===== config.mk =====
export PLATFORM = sky130hd
export DESIGN_NAME = wb_arbiter
export DESIGN_NICKNAME = d
export VERILOG_FILES = /design/src/rtl/wb_arbiter.sv
export SDC_FILE = /design/constraint.sdc
export NUM_CORES = 1
export LEC_CHECK = 0
export ABC_AREA = 1
export ABC_CLOCK_PERIOD_IN_PS = 3300
export CORE_MARGIN = 2
export CORE_UTILIZATION = 51
export CTS_CLUSTER_DIAMETER = 200
export DETAILED_ROUTE_END_ITERATION = 10
export MAX_ROUTING_LAYER = met4
export PLACE_DENSITY = 0.8
export SYNTH_ARGS = -nofsm -noshare
export SYNTH_HDL_FRONTEND = slang
export SYNTH_SLANG_ARGS = --single-unit

===== constraint.sdc =====
create_clock -name clk -period 3.3 [get_ports clk]
set_input_delay 0.33 -clock clk [delete_from_list [all_inputs] [get_ports clk]]
set_output_delay 0.33 -clock clk [all_outputs]
set_load 0.02 [all_outputs]

===== src/rtl/wb_arbiter.sv =====
// Register-file writeback arbiter: merges the fixed-latency pipe result with queued
// long-latency results, and tracks which destinations still have a long-latency write pending.
module wb_arbiter #(
    parameter int XLEN  = 32,
    parameter int DEPTH = 2
) (
    input  logic            clk,
    input  logic            rst,
    input  logic            pipe_wb_valid,
    input  logic [4:0]      pipe_rd,
    input  logic [XLEN-1:0] pipe_data,
    input  logic            lsu_valid,
    output logic            lsu_ready,
    input  logic [4:0]      lsu_rd,
    input  logic [XLEN-1:0] lsu_data,
    input  logic            issue_en,
    input  logic [4:0]      issue_rd,
    input  logic [4:0]      rs1_index,
    input  logic [4:0]      rs2_index,
    output logic            rs1_busy,
    output logic            rs2_busy,
    output logic            wb_en,
    output logic [XLEN-1:0] wb_data,
    output logic [4:0]      W_rd_index
);

    localparam int PW = (DEPTH > 1) ? $clog2(DEPTH) : 1;
    localparam int CW = $clog2(DEPTH + 1);

    logic [4:0]      q_rd   [DEPTH];
    logic [XLEN-1:0] q_data [DEPTH];
    logic [PW-1:0]   wr_ptr;
    logic [PW-1:0]   rd_ptr;
    logic [CW-1:0]   count;
    logic [31:0]     busy;
    logic [31:0]     busy_nxt;
    logic            wb_from_q;
    logic            push;
    logic            pop;

    function automatic logic [PW-1:0] ptr_inc(input logic [PW-1:0] p);
        return (p == PW'(DEPTH - 1)) ? '0 : p + 1'b1;
    endfunction

    // Readiness looks at the current occupancy only; a same-cycle pop gives no credit.
    assign lsu_ready = (count < CW'(DEPTH));
    assign push      = lsu_valid & lsu_ready;
    assign pop       = ~pipe_wb_valid & (count != '0);

    assign rs1_busy = busy[rs1_index];
    assign rs2_busy = busy[rs2_index];

    always_ff @(posedge clk) begin
        if (push) begin
            q_rd[wr_ptr]   <= lsu_rd;
            q_data[wr_ptr] <= lsu_data;
        end
    end

    always_ff @(posedge clk or negedge rst) begin
        if (!rst) begin
            wr_ptr <= '0;
            rd_ptr <= '0;
            count  <= '0;
        end else begin
            if (push) wr_ptr <= ptr_inc(wr_ptr);
            if (pop)  rd_ptr <= ptr_inc(rd_ptr);
            case ({push, pop})
                2'b10:   count <= count + 1'b1;
                2'b01:   count <= count - 1'b1;
                default: count <= count;
            endcase
        end
    end

    always_ff @(posedge clk or negedge rst) begin
        if (!rst) begin
            wb_en      <= 1'b0;
            wb_data    <= '0;
            W_rd_index <= '0;
            wb_from_q  <= 1'b0;
        end else if (pipe_wb_valid) begin
            wb_en      <= (pipe_rd != 5'd0);
            wb_data    <= pipe_data;
            W_rd_index <= pipe_rd;
            wb_from_q  <= 1'b0;
        end else if (pop) begin
            wb_en      <= (q_rd[rd_ptr] != 5'd0);
            wb_data    <= q_data[rd_ptr];
            W_rd_index <= q_rd[rd_ptr];
            wb_from_q  <= 1'b1;
        end else begin
            wb_en      <= 1'b0;
            wb_from_q  <= 1'b0;
        end
    end

    // A queued write retires its busy bit as the register file commits; a new issue to the same rd wins.
    always_comb begin
        busy_nxt = busy;
        if (wb_en && wb_from_q) busy_nxt[W_rd_index] = 1'b0;
        if (issue_en && (issue_rd != 5'd0)) busy_nxt[issue_rd] = 1'b1;
        busy_nxt[0] = 1'b0;
    end

    always_ff @(posedge clk or negedge rst) begin
        if (!rst) busy <= '0;
        else      busy <= busy_nxt;
    end

endmodule


==> out/results.ini, run 1 <==
[critical_path]
required_ps=2970
endpoint_kind=primary output
crit_fanout=17
arrival_ps=2560
critical_path_class=in -> out
critPathLaunchType=primary input

[die]
die_w_microns=117
core_sq_um=12600
ios=135
start_util_pct=52.1
die_area_sq_um=13800
die_h_microns=117
fp-row-count=41

[finish]
layout_commonest_cell=nand2_1
fin_nets=872
synthToLayoutAreaGrowth_pct=30.2
final_cell_mix=181 x nand2_1, 132 x clkdlybuf4s50_1, 74 x dfrtp_1, 74 x nand3_1, 74 x edfxtp_1
drive_gt1_share_pct=6.96
fillers=923

[clocking]
htree_levels=4
clock-sinks=148
clkTransAtPathRegs_ps=60
cts_resized=0
cts_root_buf=clkbuf_16
cts_max_path_buffers=2
ctsHoldBuffers=0
clk_latency_ps=420
tritoncts=yes
post_cts_buffers=0
cts_made_buffers=17

[placement]
port_buffers=134
place_hpwl_microns=11900
place_congestion=1.02

[route]
drcViolationCount=0
vias=5425
routedWlPerCell_microns=18.6
viasPerCell=5.63
first_iter_violations=688
dr.pass1.iters=5
postRouteAntennaNets=0
drt_wl_total_microns=17900

[timing]
finalSetupTns_ps=0
fin_crit_sh_pct=87.7
fmax_mhz=346
finalCriticalPeriod_ps=2890
setup-violations-final=0
rsz0062_at_grt=false
relSlewSlack_pct=35.8
hold_ws_ps=45.4
worst_pin_slew_ps=963
finalClockSkew_ps=6.94
hold_viol_final=0
slew_viol_final=0

[logic_synthesis]
synth-warning-count=0
yosysSeqAreaShare_pct=62.3
synth_top_cell_area_share_pct=34.0
synth_area_sq_um=6540
synth_xor_area_share_pct=0.535
ys_top_cells_by_area=edfxtp_1 34%, dfrtp_1 28%, nand2_1 10%
synth-adder-area-share_pct=0.191
synth_seq_cells=148
synthSimpleGateAreaFrac_pct=18.7
synth_mux_area_share_pct=0
syn_inst=647
ys_types=26
syn-num-nets=742
synth_compound_area_share_pct=12.7
synth_area_per_cell_sq_um=10.1
synth_area_leader_cell=edfxtp_1
synth_top_family_by_area=simple AND/OR/NAND/NOR gates

[power]
switchingPower_uw=2490
powerDensity_nw_per_um2=828
finalPower_uw=7060
p_comb_share_pct=31.0
seqPwrFrac_pct=41.4
peakVddDrop_v=0.000509
swShare_pct=35.2
p_leak_uw=0.00336
internal_power_uw=4570
power_frac_clock_pct=27.6

[outcome]
status=finished, final reports clean

[hold_path]
hold_path_class=in -> async

[grt]
grt_pass1_vias=5426
antenna_found_initial=1
grt_max_degree=75
grt_first_pass_wirelength_microns=27600
grt.total_usage_pct=27.9
grt_overflow=0

[run]
drv_cap=0

## critical path: stages
cell and delay, ps:
clkdlybuf4s50_1 920, inv_4 190, nand2_1 120, nand3_1 70, nand3_1 90, nand3_1 70, nand2_1 70, nand2_1 50
nand2_1 50, clkdlybuf4s50_1 590
## path summary, 6_finish.rpt
| path | from | to | slack [ps] | cells past startpoint |
|---|---|---|---|---|
| setup / recovery | rs1_index[0] | rs1_busy | 410 | 10 |
| hold / removal | rst | wb_data[27] | 50 | 1 |
| setup reg to reg | count[0] | count[1] | 1320 | 7 |
| hold reg to reg | wb_data[5] | wb_data[5] | 490 | 2 |
| max in group asynchronous | rst | wb_data[19] | 2600 | 1 |
| min in group clk | pipe_wb_valid | wb_en | 350 | 5 |
## area by class of cell
type                       count  area, sq um  area share, %
antenna                        1         2.50         0.0294
clock buffer                  20          447           5.24
clock inverter                12          155           1.82
inverter                      34          135           1.59
multi-input combinational    437         2120           24.9
sequential                   148         4070           47.8
tap                          172          215           2.53
timing repair buffer         139         1370           16.1
## stage by stage
stage          instances  util (%)  area, sq um  setup slack, ps
6_report             963      67.8         8520              407
5_1_grt              963      67.8         8520              198
4_1_cts              962      67.7         8510              413
3_5_place_dp         930      63.0         7910              413
3_3_place_gp         930      63.0         7910              445
2_1_floorplan        647         -         6540              530
## Yosys cell counts
cell / n
o211ai_1: 7
nand3_2: 1
buf_2: 6
o311ai_2: 9
o21ai_2: 1
nor2_1: 39
buf_4: 6
xor2_1: 3
nand2_1: 181
buf_6: 13
nand3_1: 74
a21oi_1: 29
inv_1: 29
o21ai_1: 8
o21ai_0: 70
xnor2_1: 1
edfxtp_1: 74
ha_1: 1
o31ai_1: 1
inv_4: 3
o311ai_1: 9
dfrtp_1: 74
inv_2: 2
or2_0: 2
nor4_1: 1
clkbuf_1: 3
## routing by layer
metal	vias to the layer above	track usage, %	part of all wire, %
met5	-	-	0
met1	2604	32.7	37
met2	273	46.3	52
met4	0	10.4	2.7
met3	45	7.31	7.7
li1	2503	-	-
## sequential cells by signal, indices dropped and copies added, names as in the netlist
name        cells
wb_from_q       1
q_rd           10
q_data         64
wb_en           1
wr_ptr          1
wb_data        32
rd_ptr          1
W_rd_index      5
busy           31
count           2
## power groups by stage
stage               registers [uW]  logic, uW  clock network (uW)
floorplan                     3010       1160                   0
finish                        2920       2190                1950
global route                  2960       2390                2040
detailed placement            2920       2160                   0
CTS                           2910       2180                1950
global placement              2900       2090                   0
## logic make-up after synthesis
| kind of cell | Yosys count |
|---|---|
| DFF | 148 |
| xor gates and xnor gates | 4 |
| and+or+nand+nor | 298 |
| adders and majority gates | 1 |
| buffers and inverters | 62 |
| AOI/OAI and AO/OA | 134 |
Power figures use the tool's default switching activity.
==> inputs of run 2 (changes only) <==
- CORE_UTILIZATION: 51 -> 63
- CTS_CLUSTER_SIZE: not set -> 20
- DONT_BUFFER_PORTS: not set -> 1
- PLACE_DENSITY: 0.8 -> 0.79
==> out/results.ini, run 2 (synthesis results as in run 1) <==
[route]
routedWlPerCell_microns=20.1  ; was 18.6 microns
drcViolationCount=0  ; unchanged
dr.pass1.iters=9  ; was 5
viasPerCell=6.23  ; was 5.63
drt_wl_total_microns=17300  ; was 17,900 microns
first_iter_violations=701  ; was 688
vias=5355  ; was 5,425
postRouteAntennaNets=0  ; unchanged

[die]
fp-row-count=37  ; was 41
die_h_microns=106  ; was 117 microns
die_area_sq_um=11200  ; was 13,800 sq um
start_util_pct=64.3  ; was 52.1%
die_w_microns=106  ; was 117 microns
ios=135  ; unchanged
core_sq_um=10200  ; was 12,600 sq um

[clocking]
clock-sinks=148  ; unchanged
tritoncts=yes  ; unchanged
cts_root_buf=clkbuf_8  ; was clkbuf_16
cts_resized=0  ; unchanged
cts_max_path_buffers=2  ; unchanged
cts_made_buffers=17  ; unchanged
clkTransAtPathRegs_ps=60  ; about the same
clk_latency_ps=520  ; was 420 ps
htree_levels=4  ; unchanged

[finish]
drive_gt1_share_pct=7.18  ; was 6.96%
synthToLayoutAreaGrowth_pct=18.8  ; was 30.2%
antenna_cells=0  ; was 1
fin_nets=806  ; was 872
regMostFlops=q_data  ; unchanged
largestRegisters=q_data x64, wb_data x32, busy x31  ; unchanged
largest_reg_flops=64  ; unchanged
layout_commonest_cell=nand2_1  ; unchanged
fillers=633  ; was 923
final_cell_mix=181 x nand2_1, 74 x dfrtp_1, 74 x nand3_1, 74 x edfxtp_1, 70 x o21ai_0  ; was 181 x nand2_1, 132 x clkdlybuf4s50_1, 74 x dfrtp_1, 74 x nand3_1, 74 x edfxtp_1

[timing]
fmax_mhz=486  ; was 346 MHz
setup-violations-final=0  ; unchanged
finalClockSkew_ps=7.43  ; was 6.94 ps
hold_ws_ps=10.5  ; was 45.4 ps
finalSetupTns_ps=0  ; unchanged
slew_viol_final=0  ; unchanged
rsz0062_at_grt=false  ; unchanged
finalCriticalPeriod_ps=2060  ; was 2890 ps
hold_viol_final=0  ; unchanged
relSlewSlack_pct=19.5  ; was 35.8%
fin_crit_sh_pct=62.3  ; was 87.7%
worst_pin_slew_ps=1200  ; was 963 ps

[critical_path]
crit_fanout=27  ; was 17
critPathLaunchType=primary input  ; unchanged
arrival_ps=2470  ; was 2560 ps
endpoint_kind=register  ; was primary output
critical_path_class=in -> reg  ; was in -> out
path_cells=dlygate4sd3_1 -> nand2_1 -> dlygate4sd3_1 -> o311ai_1  ; was clkdlybuf4s50_1 -> inv_4 -> nand2_1 -> nand3_1 -> nand3_1 -> nand3_1 -> nand2_1 -> nand2_1 -> nand2_1 -> clkdlybuf4s50_1
cpMostUsedCell=dlygate4sd3_1  ; was nand2_1
cp_slowest_stage_delay_ps=1340  ; was 920 ps
critPathSlowestCell=dlygate4sd3_1  ; was clkdlybuf4s50_1
required_ps=3720  ; was 2970 ps

[placement]
place_hpwl_microns=10100  ; was 11,900 microns
place_congestion=0.987  ; was 1.02
port_buffers=0  ; was 134

[grt]
grt_overflow=0  ; unchanged
grt_first_pass_wirelength_microns=27600  ; about the same
grt.total_usage_pct=33.3  ; was 27.9%
grt_max_degree=75  ; unchanged
grt_pass1_vias=5345  ; was 5,426
antenna_found_initial=0  ; was 1

[run]
drv_cap=0  ; unchanged

[power]
peakVddDrop_v=0.000783  ; was 0.000509 V
powerDensity_nw_per_um2=820  ; was 828 nW/um^2
seqPwrFrac_pct=49.2  ; was 41.4%
internal_power_uw=4030  ; was 4570 uW
p_comb_share_pct=23.6  ; was 31.0%
power_frac_clock_pct=27.2  ; was 27.6%
switchingPower_uw=2350  ; was 2490 uW
p_leak_uw=0.00311  ; was 0.00336 uW
swShare_pct=36.8  ; was 35.2%

[outcome]
status=finished, final reports clean  ; unchanged

[hold_path]
hold_path_class=in -> reg  ; was in -> async

## run 2: cell types whose count changed in the layout (fill, tap and decap cells not counted), moves of 2 or more
cell	delta
buf_4	-2
clkinvlp_4	-3
bufinv_16	-3
clkdlybuf4s50_1	-132
clkbuf_8	+3
clkinv_2	+3
dlygate4sd3_1	+68
## run 2: stage by stage
| stage | utilization (%) | worst slack [ps] | area [sq um] | total power, uW | cells |
|---|---|---|---|---|---|
| after floorplan | - | 530 | 6540 | 4160 | 647 |
| after global placement | 64.1 | 1420 | 6530 | 4390 | 759 |
| after detailed placement | 64.1 | 1350 | 6530 | 4480 | 759 |
| after CTS | 76.3 | 1350 | 7770 | 6280 | 860 |
| after global routing | 76.3 | 1210 | 7770 | 6690 | 860 |
| final | 76.3 | 1240 | 7770 | 6380 | 860 |
## run 2: critical path: cells and delay by family
kind,cells,cell delay [ps]
compound gates,1,70
simple gates,1,120
buf+inv,2,1960
## run 2: cell type report
class	count	area, sq um	area share (%)
Sequential cell	148	4070	52.4
Multi-Input combinational cell	437	2120	27.2
Timing Repair Buffer	73	738	9.49
Clock buffer	24	492	6.32
Tap cell	136	170	2.19
Inverter	34	135	1.74
Clock inverter	8	48.8	0.628
## run 2: power groups by stage
stage / Sequential [uW] / Combinational [uW] / Clock, uW
6_report: 3140 / 1510 / 1730
3_3_place_gp: 3100 / 1290 / 0
4_1_cts: 3100 / 1450 / 1730
3_5_place_dp: 3140 / 1350 / 0
5_1_grt: 3190 / 1680 / 1830
2_1_floorplan: 3010 / 1160 / 0
## run 2: final timing paths
kind / start / endpoint / slack (ps) / cells after the start
min in group asynchronous: rst / wb_data[12] / 350 / 2
min: pipe_wb_valid / wb_data[0] / 10 / 2
max: pipe_wb_valid / wb_data[1] / 1240 / 4
min reg2reg: busy[3] / busy[3] / 540 / 2
max in group asynchronous: rst / wb_data[30] / 2640 / 2
max reg2reg: count[0] / count[1] / 1350 / 7
## run 2: repair_timing
item	CTS	global route
hold endpoints to repair	177	0
endpoints found under the setup margin	0	0
hold buffers	69	0
buffers inserted	0	0
## run 2: routing by layer
| layer | wire length (microns) | vias to the layer above | global-route usage, % |
|---|---|---|---|
| met5 | 0 | - | - |
| met4 | 656 | 0 | 14.1 |
| met3 | 1480 | 72 | 8.65 |
| met2 | 9020 | 352 | 56.5 |
| met1 | 6170 | 2562 | 37.8 |
| li1 | - | 2369 | - |
